$ cat src/rtl/piano_pkg.sv
// Shared definitions for the piano voice path: note increments, sequencer states
// and constant helpers used by the wavetable synthesiser and its ROM.
package piano_pkg;

  typedef enum logic [1:0] {IDLE, READ, DRAIN, OUT} state_t;

  // Phase increments for 16-bit accumulators at ~48.8 kHz sample rate, C4..D6.
  localparam logic [15:0] NOTE_INC [16] = '{
    16'd351,  16'd394,  16'd442,  16'd469,  16'd526,  16'd591,  16'd663,  16'd702,
    16'd788,  16'd885,  16'd937,  16'd1052, 16'd1181, 16'd1326, 16'd1405, 16'd1577
  };

  function automatic int clog2(input int v);
    int r;
    r = 0;
    while ((1 << r) < v) r++;
    return r;
  endfunction

  // First quadrant of a 64-point sine, amplitude 127, points 0..16.
  function automatic int sine_quarter(input int i);
    case (i)
      0:  return 0;
      1:  return 12;
      2:  return 25;
      3:  return 37;
      4:  return 49;
      5:  return 60;
      6:  return 71;
      7:  return 81;
      8:  return 90;
      9:  return 98;
      10: return 106;
      11: return 112;
      12: return 117;
      13: return 122;
      14: return 125;
      15: return 126;
      default: return 127;
    endcase
  endfunction

  // Full-cycle sine built from quadrant symmetry, scaled to the sample width.
  function automatic int sine_sample(input int idx, input int aw, input int w);
    int quad;
    int pos;
    int p16;
    int mag;
    quad = (idx >> (aw - 2)) & 3;
    pos  = idx & ((1 << (aw - 2)) - 1);
    p16  = (aw >= 6) ? (pos >> (aw - 6)) : (pos << (6 - aw));
    case (quad)
      0:       mag =  sine_quarter(p16);
      1:       mag =  sine_quarter(16 - p16);
      2:       mag = -sine_quarter(p16);
      default: mag = -sine_quarter(16 - p16);
    endcase
    return (mag * ((1 << (w - 1)) - 1)) / 127;
  endfunction

endpackage

$ cat src/rtl/wave_rom.sv
// Single-cycle registered wave ROM shared by all voices; WAVE_SEL picks sine or square.
module wave_rom
  import piano_pkg::*;
#(
  parameter int SAMPLE_W = 8,
  parameter int LUT_AW   = 6,
  parameter int WAVE_SEL = 0
) (
  input  logic                       clk,
  input  logic [LUT_AW-1:0]          addr,
  output logic signed [SAMPLE_W-1:0] data
);

  localparam logic signed [SAMPLE_W-1:0] SQ_HI = {1'b0, {(SAMPLE_W-1){1'b1}}};
  localparam logic signed [SAMPLE_W-1:0] SQ_LO = {1'b1, {(SAMPLE_W-1){1'b0}}};

  // NOTE: the ROM output register has no reset; its content only matters when the
  // read flag that travels beside it is set, and that flag is reset.
  always_ff @(posedge clk) begin
    if (WAVE_SEL == 0) data <= SAMPLE_W'(sine_sample(int'(addr), LUT_AW, SAMPLE_W));
    else               data <= addr[LUT_AW-1] ? SQ_LO : SQ_HI;
  end

endmodule

$ cat src/rtl/poly_wavetable_synth.sv
// Polyphonic wavetable synthesiser: per sample tick, walks all voices through one
// shared ROM, mixes them and emits an offset-binary sample to the DAC stage.
module poly_wavetable_synth
  import piano_pkg::*;
#(
  parameter int N_KEYS     = 8,
  parameter int SAMPLE_W   = 8,
  parameter int PHASE_W    = 16,
  parameter int LUT_AW     = 6,
  parameter int SAMPLE_DIV = 1024,
  parameter int WAVE_SEL   = 0
) (
  input  logic                clk,
  input  logic                rst,
  input  logic [N_KEYS-1:0]   keys,
  input  logic                mix_mode,
  output logic [SAMPLE_W-1:0] wave,
  output logic                wave_valid,
  output logic                clip,
  output logic                busy
);

  localparam int IDX_W = clog2(N_KEYS);
  localparam int ACC_W = SAMPLE_W + IDX_W;
  localparam int DIV_W = (SAMPLE_DIV > 1) ? clog2(SAMPLE_DIV) : 1;

  localparam logic signed [ACC_W-1:0] SAT_HI = ACC_W'((1 << (SAMPLE_W - 1)) - 1);
  localparam logic signed [ACC_W-1:0] SAT_LO = ~SAT_HI;

  state_t                      state, state_nx;
  logic [DIV_W-1:0]            div;
  logic                        tick;
  logic [N_KEYS-1:0]           key_q;
  logic                        mode_q;
  logic [IDX_W-1:0]            idx;
  logic                        last;
  logic                        start;
  logic                        rd_valid;
  logic [PHASE_W-1:0]          phase [N_KEYS];
  logic [LUT_AW-1:0]           rom_addr;
  logic signed [SAMPLE_W-1:0]  rom_data;
  logic signed [ACC_W-1:0]     rom_ext;
  logic signed [ACC_W-1:0]     acc;
  logic signed [ACC_W-1:0]     shifted;
  logic [SAMPLE_W-1:0]         result;
  logic                        clip_nx;

  assign tick     = (div == DIV_W'(SAMPLE_DIV - 1));
  assign rom_addr = phase[idx][PHASE_W-1 -: LUT_AW];
  assign rom_ext  = {{(ACC_W-SAMPLE_W){rom_data[SAMPLE_W-1]}}, rom_data};

  always_ff @(posedge clk) begin
    if (rst || tick) div <= '0;
    else             div <= div + 1'b1;
  end

  // NOTE: every clocked block uses non-blocking assignments so all registers
  // update from the same pre-edge values.
  always_ff @(posedge clk) begin
    if (rst) state <= IDLE;
    else     state <= state_nx;
  end

  always_comb begin
    state_nx = state;
    case (state)
      IDLE:    if (tick) state_nx = READ;
      READ:    if (last) state_nx = DRAIN;
      DRAIN:   state_nx = OUT;
      OUT:     state_nx = IDLE;
      default: state_nx = IDLE;
    endcase
  end

  always_comb begin
    busy  = (state != IDLE);
    start = (state == IDLE) && tick;
    last  = (idx == IDX_W'(N_KEYS - 1));
  end

  wave_rom #(
    .SAMPLE_W (SAMPLE_W),
    .LUT_AW   (LUT_AW),
    .WAVE_SEL (WAVE_SEL)
  ) u_rom (
    .clk  (clk),
    .addr (rom_addr),
    .data (rom_data)
  );

  // A released voice parks at phase 0 so a re-press starts the cycle afresh.
  always_ff @(posedge clk) begin
    if (rst) begin
      for (int k = 0; k < N_KEYS; k++) phase[k] <= '0;
    end else if (state == READ) begin
      phase[idx] <= key_q[idx] ? phase[idx] + PHASE_W'(NOTE_INC[idx]) : '0;
    end
  end

  // NOTE: every signal written here gets a default first, so no latch is inferred.
  always_comb begin
    result  = acc[SAMPLE_W-1:0];
    clip_nx = 1'b0;
    shifted = acc >>> IDX_W;
    if (mode_q) begin
      result = shifted[SAMPLE_W-1:0];
    end else if (acc > SAT_HI) begin
      result  = SAT_HI[SAMPLE_W-1:0];
      clip_nx = 1'b1;
    end else if (acc < SAT_LO) begin
      result  = SAT_LO[SAMPLE_W-1:0];
      clip_nx = 1'b1;
    end
  end

  always_ff @(posedge clk) begin
    if (rst) begin
      key_q      <= '0;
      mode_q     <= 1'b0;
      idx        <= '0;
      rd_valid   <= 1'b0;
      acc        <= '0;
      wave       <= {1'b1, {(SAMPLE_W-1){1'b0}}};
      wave_valid <= 1'b0;
      clip       <= 1'b0;
    end else begin
      wave_valid <= 1'b0;
      rd_valid   <= (state == READ) && key_q[idx];
      if (start) begin
        key_q  <= keys;
        mode_q <= mix_mode;
        idx    <= '0;
        acc    <= '0;
      end else if (rd_valid) begin
        acc <= acc + rom_ext;
      end
      if (state == READ) idx <= idx + 1'b1;
      if (state == OUT) begin
        wave       <= {~result[SAMPLE_W-1], result[SAMPLE_W-2:0]};
        clip       <= clip_nx;
        wave_valid <= 1'b1;
      end
    end
  end

endmodule
$ cat config.mk
export PLATFORM = sky130hd
export DESIGN_NAME = poly_wavetable_synth
export DESIGN_NICKNAME = d
export VERILOG_FILES = /design/src/rtl/piano_pkg.sv /design/src/rtl/wave_rom.sv /design/src/rtl/poly_wavetable_synth.sv
export SDC_FILE = /design/constraint.sdc
export NUM_CORES = 1
export LEC_CHECK = 0
export ABC_AREA = 1
export CAP_MARGIN = 30
export CORE_MARGIN = 4
export CORE_UTILIZATION = 60
export CTS_CLUSTER_SIZE = 12
export DETAILED_ROUTE_END_ITERATION = 12
export PLACE_DENSITY = 0.85
export SLEW_MARGIN = 40
export SYNTH_ARGS = -nofsm -noshare
export SYNTH_HDL_FRONTEND = slang
export SYNTH_SLANG_ARGS = --single-unit
$ cat constraint.sdc
create_clock -name clk -period 42.4 [get_ports clk]
set_input_delay 4.24 -clock clk [delete_from_list [all_inputs] [get_ports clk]]
set_output_delay 4.24 -clock clk [all_outputs]
set_load 0.01 [all_outputs]
# Word-level counts from Yosys, hierarchy flattened
# Memories as Yosys holds them, arrays and structs flattened. A register that Yosys moved wholly into a read port is not among the register bits.
# Cells that the tools add are included.
[totals]
reg_bits = 54
latchBits = 0
ram_bits = 128
mem_bits_ro = 704
inputBits = 11
out_inout_bits = 11
word_cells = 85
memories = 6
[op_classes]
add_sub_neg = 7
n_mul = 1
div_mod_pow = 1
order_cmp = 4
n_eq_ne = 9
shift = 0
muxes = 32
bitwise = 2
n_reduce_logical = 12
[memory_table]
columns = ["name", "depth", "word_bits", "read_ports", "rd_clocked_by_memory_dff", "wr", "line_no", "text"]
rows = [
  ["(name not given)", 16, 16, 1, 0, 0, "poly_wavetable_synth.sv:96", "phase[idx] <= key_q[idx] ? phase[idx] + PHASE_W'(NOTE_INC[idx]) : '0;"],
  ["phase", 8, 16, 1, 1, 8, "poly_wavetable_synth.sv:39", "logic [PHASE_W-1:0] phase [N_KEYS];"],
  ["(name not given)", 16, 7, 1, 0, 0, "piano_pkg.sv:22", "case (i)"],
  ["(name not given)", 16, 7, 1, 0, 0, "piano_pkg.sv:22", ""],
  ["(name not given)", 16, 7, 1, 0, 0, "piano_pkg.sv:22", ""],
  ["(name not given)", 16, 7, 1, 0, 0, "piano_pkg.sv:22", ""],
]
[ops]
columns = ["op", "count"]
rows = [
  ["2-to-1 mux 32 bit", 4],
  ["one-hot mux 32 bit (3 select lines)", 1],
  ["2-to-1 mux 16 bit", 4],
  ["negation 32 bit", 2],
  ["divider 32 x 8 -> 32 bit, second input constant", 1],
  ["zero test 32 bit", 1],
  ["multiplier 32 x 8 -> 32 bit, second input constant", 1],
  ["zero test 28 bit", 1],
  ["2-to-1 mux 8 bit", 3],
  ["adder 16 bit", 1],
  ["OR reduction 16 bit", 1],
  ["2-to-1 mux 3 bit", 5],
  ["adder 11 x 8 -> 11 bit", 1],
  ["greater-than comparator 11 x 8 -> 1 bit, second input constant", 1],
  ["< comparator 11 x 8 -> 1 bit, second input constant", 1],
  ["2-to-1 mux 1 bit", 11],
  ["adder 10 x 1 -> 10 bit, second input constant", 1],
  ["equality test 10 bit, second input constant", 1],
  ["one-hot mux 2 bit (4 select lines)", 1],
  ["equality test 2 bit, second input constant", 3],
  ["subtractor 5 x 4 -> 6 bit, first input constant", 1],
  ["greater-or-equal comparator 4 x 5 -> 1 bit, second input constant", 1],
  ["equality test 2 x 1 -> 1 bit, second input constant", 2],
  ["< comparator 3 x 4 -> 1 bit, second input constant", 1],
  ["other kinds (14)", 18],
]

# Depth between registers and ports, before layout
[logic_depth]
depth_word = 8
ltp_mapped = 176
mapped_depth_nobuf = 176

# Cells and area by module
# From an unflattened synthesis, not the netlist that was laid out.
[unflattened]
hier_cells = 3005
hier_area_um2 = 20153.1
[modules_own_cells]
columns = ["mod", "instances", "cells_each", "area_each_um2", "seq_area_each_um2"]
rows = [
  ["wave_rom", 1, 1952, 11106.9, 160.2],
  ["poly_wavetable_synth", 1, 1053, 9046.2, 4824.6],
]

# Worst setup path after synthesis
# Ideal clock, no wire load.
[synth_path]
kind = "reg-to-reg"
startpoint = "reg (tool-made name)"
endpoint = "reg u_rom.data[6]"
setup_ns = 0.114
t_arrival_ns = 19.550
required_time_ns = 42.286
slack_ns = 22.736
stages_incl_launch_ff = 160
n_path_buf = 3
period_less_slack_ns = 19.664
path_cell_list = "dfxtp_1 -> buf_4 -> buf_8 -> nand2_1 -> nand3_1 -> nand3_1 -> nand2_1 -> ha_1 -> nand3b_1 -> nand2_1 -> nor2_1 -> nand3_1 -> o21ai_0 -> a21oi_1 -> nor2_1 -> ha_1 -> nand2_1 -> nor4_1 -> (+124 left out) -> nand2_1 -> inv_1 -> ha_1 -> nand3_2 -> nor2_4 -> nand2_4 -> nand3_4 -> nand2_1 -> o21ai_1 -> nor2_1 -> a21oi_1 -> nand2_1 -> inv_1 -> ha_1 -> inv_1 -> o41ai_1 -> xor2_1 -> inv_1"
[synth_lines]
columns = ["element", "line_no", "text"]
rows = [
  ["end signal, assigned", "wave_rom.sv:20", "if (WAVE_SEL == 0) data <= SAMPLE_W'(sine_sample(int'(addr), LUT_AW, SAMPLE_W));"],
  ["end signal, assigned", "wave_rom.sv:21", "else data <= addr[LUT_AW-1] ? SQ_LO : SQ_HI;"],
  ["end, declared", "wave_rom.sv:11", "output logic signed [SAMPLE_W-1:0] data"],
]

==> impl_metrics.csv <==
group,metric,value,unit
worst_hold_path,hold_class,"reg2reg",
clock_tree,cts_max_path_buffers,2,
synthesis,synth_area,0.0200,mm^2
critical_path,worstSetupStartpointType,"register",
global_routing,grt_pass1_vias,18500,
floorplanning,vert_die_dim,191,um
cells_and_area,utilization,0.649,
cells_and_area,multiInputGateArea,0.0128,mm^2
timing,worst_pin_slew,0.837,ns
synthesis,synth.ff_latch_count,185,
timing,finClkSkew,0.0127,ns
floorplanning,die_area,0.0364,mm^2
drt,drtIter0Drc,1858,
cells_and_area,final.fill_count,2709,
timing,post-route-period-util,0.540,
synthesis,post_synthesis_cell_count,2908,
clock_tree,clock_latency,0.45,ns
timing,final-hold-violation-count,0,
critical_path,crit_slowest_cell,"sky130_fd_sc_hd__inv_1",
clock_tree,quantity_of_gates_resized_following_cts,0,
floorplanning,core_region_area,0.0327,mm^2
global_routing,overflow,0,
run_status,run_status,"complete, no violations",
floorplanning,die_width,191,um
drt,drt-vias-per-instance,5.64,
timing,report.final.setup_viol,0,
cells_and_area,share_of_final_layout_standard_cells_stronger_than_drive_strength_1,0.110,
global_routing,grt_use_total,0.272,
clock_tree,postCtsSetupBuffers,0,
placement,placement.io_buffers,21,
critical_path,critical_path.n_buffers_inverters,20,
critical_path,worst_ep_arrival_time,23.24,ns
critical_path,crit_path_end_kind,"register",
cells_and_area,ff_latch_area,0.00499,mm^2
synthesis,ys_top_cells_by_area,"sky130_fd_sc_hd__edfxtp_1, sky130_fd_sc_hd__nand2_1, sky130_fd_sc_hd__inv_1, sky130_fd_sc_hd__fa_1, sky130_fd_sc_hd__nor2_1",
clock_tree,clock_tree.htree_level_count,4,
floorplanning,initial_core_utilization,0.612,
critical_path,worst-setup-path-type,"reg2reg",
placement,routabilityCongestion,0.955,
critical_path,slowest_delay,0.59,ns
cells_and_area,antenna-diode-count,0,
critical_path,crit_path_max_fanout,65,
drt,ant_nets,0,
global_routing,grt_first_pass_wirelength,84300,um
synthesis,postSynth.asyncResetShare,0,
synthesis,synth_top_area_share,0.192,
timing,drv_slew,0,
critical_path,critPathMostFrequentCell,"sky130_fd_sc_hd__nand2_1",
clock_tree,clk_pin_slew,0.08,ns
synthesis,ys.flop_type,"sky130_fd_sc_hd__edfxtp_1",
drt,routed_wl,48700,um
synthesis,synthDistinctLibCells,67,
synthesis,yosysWarningCount,0,
synthesis,number_of_flops_mapped_to_enable_cells_by_yosys,128,
timing,min_period,22.90,ns
drt,routed-via-count,19000,
timing,holdWs,0.454,ns
clock_tree,cts.sinks,185,
synthesis,synth-seq-area-share,0.249,
drt,drt_first_pass_iters,6,
synthesis,yosysTopAreaCell,"sky130_fd_sc_hd__edfxtp_1",
clock_tree,tritoncts_clock_tree,"yes",
synthesis,postSynthNetCount,3094,
timing,worst_slew_margin_rel,0.441,
cells_and_area,nets,3091,
clock_tree,cts-hold-fix-buffers,0,
timing,max_freq,43.7,MHz
timing,fin_setup_tns,0,ns
floorplanning,design.portCount,22,
clock_tree,cts_made_buffers,17,
drt,drc,0,
timing,grt_setup_unrepaired,"no",
job,max-cap-violations,0,
synthesis,mean_instance_size_in_the_synthesized_netlist,6.89,um^2
floorplanning,placementRows,66,
global_routing,pin_count_of_the_biggest_net_entering_global_routing,66,
critical_path,required,42.74,ns
drt,drt-wirelength-per-cell,14.5,um
critical_path,timing.critical_path.max_delay_family,"simple AND/OR/NAND/NOR gates",
cells_and_area,synthToLayoutAreaGrowth,6.03,%
global_routing,antenna_found_initial,0,
clock_tree,ctsRootBufferMaster,"sky130_fd_sc_hd__clkbuf_16",
placement,detailedPlacementHpwl,36700,um
registers in the layout, summed over array words and instances, names as in the netlist, named ones only:
register / cells
state: 2
wave_valid: 1
div: 10
phase: 128
clip: 1
rd_valid: 1
key_q: 8
u_rom.data: 8
wave: 8
idx: 3
acc: 11
mode_q: 1
cells by family after synthesis:
group	count (synthesis)	synth area share
buffers and inverters	574	0.112
AOI/OAI and AO/OA	374	0.109
and+or+nand+nor	1534	0.359
xor gates and xnor gates	66	0.0309
DFF	185	0.249
adders and majority gates	175	0.140
cell usage after synthesis, types with 17 or more instances:
library cell               instances
sky130_fd_sc_hd__inv_2            44
sky130_fd_sc_hd__o21ai_1          44
sky130_fd_sc_hd__nor2_2           26
sky130_fd_sc_hd__clkbuf_1         33
sky130_fd_sc_hd__xor2_1           56
sky130_fd_sc_hd__nand2_1         641
sky130_fd_sc_hd__ha_1             92
sky130_fd_sc_hd__a21oi_1          78
sky130_fd_sc_hd__nand2_2          82
sky130_fd_sc_hd__nand3_1         182
sky130_fd_sc_hd__nand3_2          31
sky130_fd_sc_hd__dfxtp_1          57
sky130_fd_sc_hd__o21ai_0         137
sky130_fd_sc_hd__edfxtp_1        128
sky130_fd_sc_hd__nor3_1           17
sky130_fd_sc_hd__inv_1           469
sky130_fd_sc_hd__a31oi_1          22
sky130_fd_sc_hd__nor2_1          422
sky130_fd_sc_hd__fa_1             83
sky130_fd_sc_hd__nand2_4          27
sky130_fd_sc_hd__nand4_1          47
sky130_fd_sc_hd__o22ai_1          17
area by class of cell:
cell class,count,share of cell area
well taps,442,0.0260
multi-input cells,2149,0.604
inverters,525,0.0932
flip-flops and latches,185,0.235
repair buffers,27,0.0120
clock inverters,15,0.00978
clock buffers,17,0.0200
layer usage:
layer  up-vias  part of all wire  global-route usage
met5         -                 0                   0
met4         0             0.026              0.0732
met3       141             0.068              0.0324
met2       810              0.49               0.481
met1      8751              0.42               0.355
li1       9252                 -                   -
worst reg2reg max path: cells and delay by family, from the launching register on:
family	cells	cell delay (ns)
AND/OR/NAND/NOR	119	14.44
buffers and inverters	20	2.91
adder cells (fa/ha/maj)	8	2.54
AO/OA/AOI/OAI	12	2.41
flip-flops	1	0.32
XOR/XNOR	1	0.17
cell usage in the layout (no fill, tap or decap), types with 8 or more instances in the layout:
| cell type | count |
|---|---|
| sky130_fd_sc_hd__a21oi_1 | 78 |
| sky130_fd_sc_hd__a21oi_2 | 8 |
| sky130_fd_sc_hd__a31oi_1 | 22 |
| sky130_fd_sc_hd__clkbuf_16 | 17 |
| sky130_fd_sc_hd__clkdlybuf4s50_1 | 21 |
| sky130_fd_sc_hd__clkinv_1 | 8 |
| sky130_fd_sc_hd__dfxtp_1 | 56 |
| sky130_fd_sc_hd__edfxtp_1 | 128 |
| sky130_fd_sc_hd__fa_1 | 83 |
| sky130_fd_sc_hd__ha_1 | 92 |
| sky130_fd_sc_hd__inv_1 | 469 |
| sky130_fd_sc_hd__inv_2 | 44 |
| sky130_fd_sc_hd__nand2_1 | 637 |
| sky130_fd_sc_hd__nand2_2 | 86 |
| sky130_fd_sc_hd__nand2_4 | 27 |
| sky130_fd_sc_hd__nand3_1 | 182 |
| sky130_fd_sc_hd__nand3_2 | 31 |
| sky130_fd_sc_hd__nand3b_1 | 14 |
| sky130_fd_sc_hd__nand4_1 | 47 |
| sky130_fd_sc_hd__nor2_1 | 422 |
| sky130_fd_sc_hd__nor2_2 | 26 |
| sky130_fd_sc_hd__nor2_4 | 14 |
| sky130_fd_sc_hd__nor3_1 | 16 |
| sky130_fd_sc_hd__o211ai_1 | 10 |
| sky130_fd_sc_hd__o21ai_0 | 137 |
| sky130_fd_sc_hd__o21ai_1 | 43 |
| sky130_fd_sc_hd__o21bai_1 | 15 |
| sky130_fd_sc_hd__o22ai_1 | 17 |
| sky130_fd_sc_hd__xor2_1 | 56 |
metrics by stage:
step / instances / instance area (um^2) / setup WS [ns]
2_1_floorplan: 2908 / 20000 / 22.74
3_3_place_gp: 3328 / 20600 / 20.43
3_5_place_dp: 3328 / 20600 / 19.97
4_1_cts: 3360 / 21200 / 19.89
5_1_grt: 3360 / 21200 / 17.12
6_report: 3360 / 21200 / 19.50
path summary, 6_finish.rpt:
path | start | endpoint | slack, ns | cells past startpoint
min | div[0] | div[0] | 0.45 | 1
max reg2reg | register | u_rom.data[6] | 19.50 | 160
max | register | u_rom.data[6] | 19.50 | 160
min reg2reg | div[0] | div[0] | 0.45 | 1
Power is left out: the tool's default activity adds up to more than one toggle a clock period on the data nets, which glitch-free logic cannot reach.
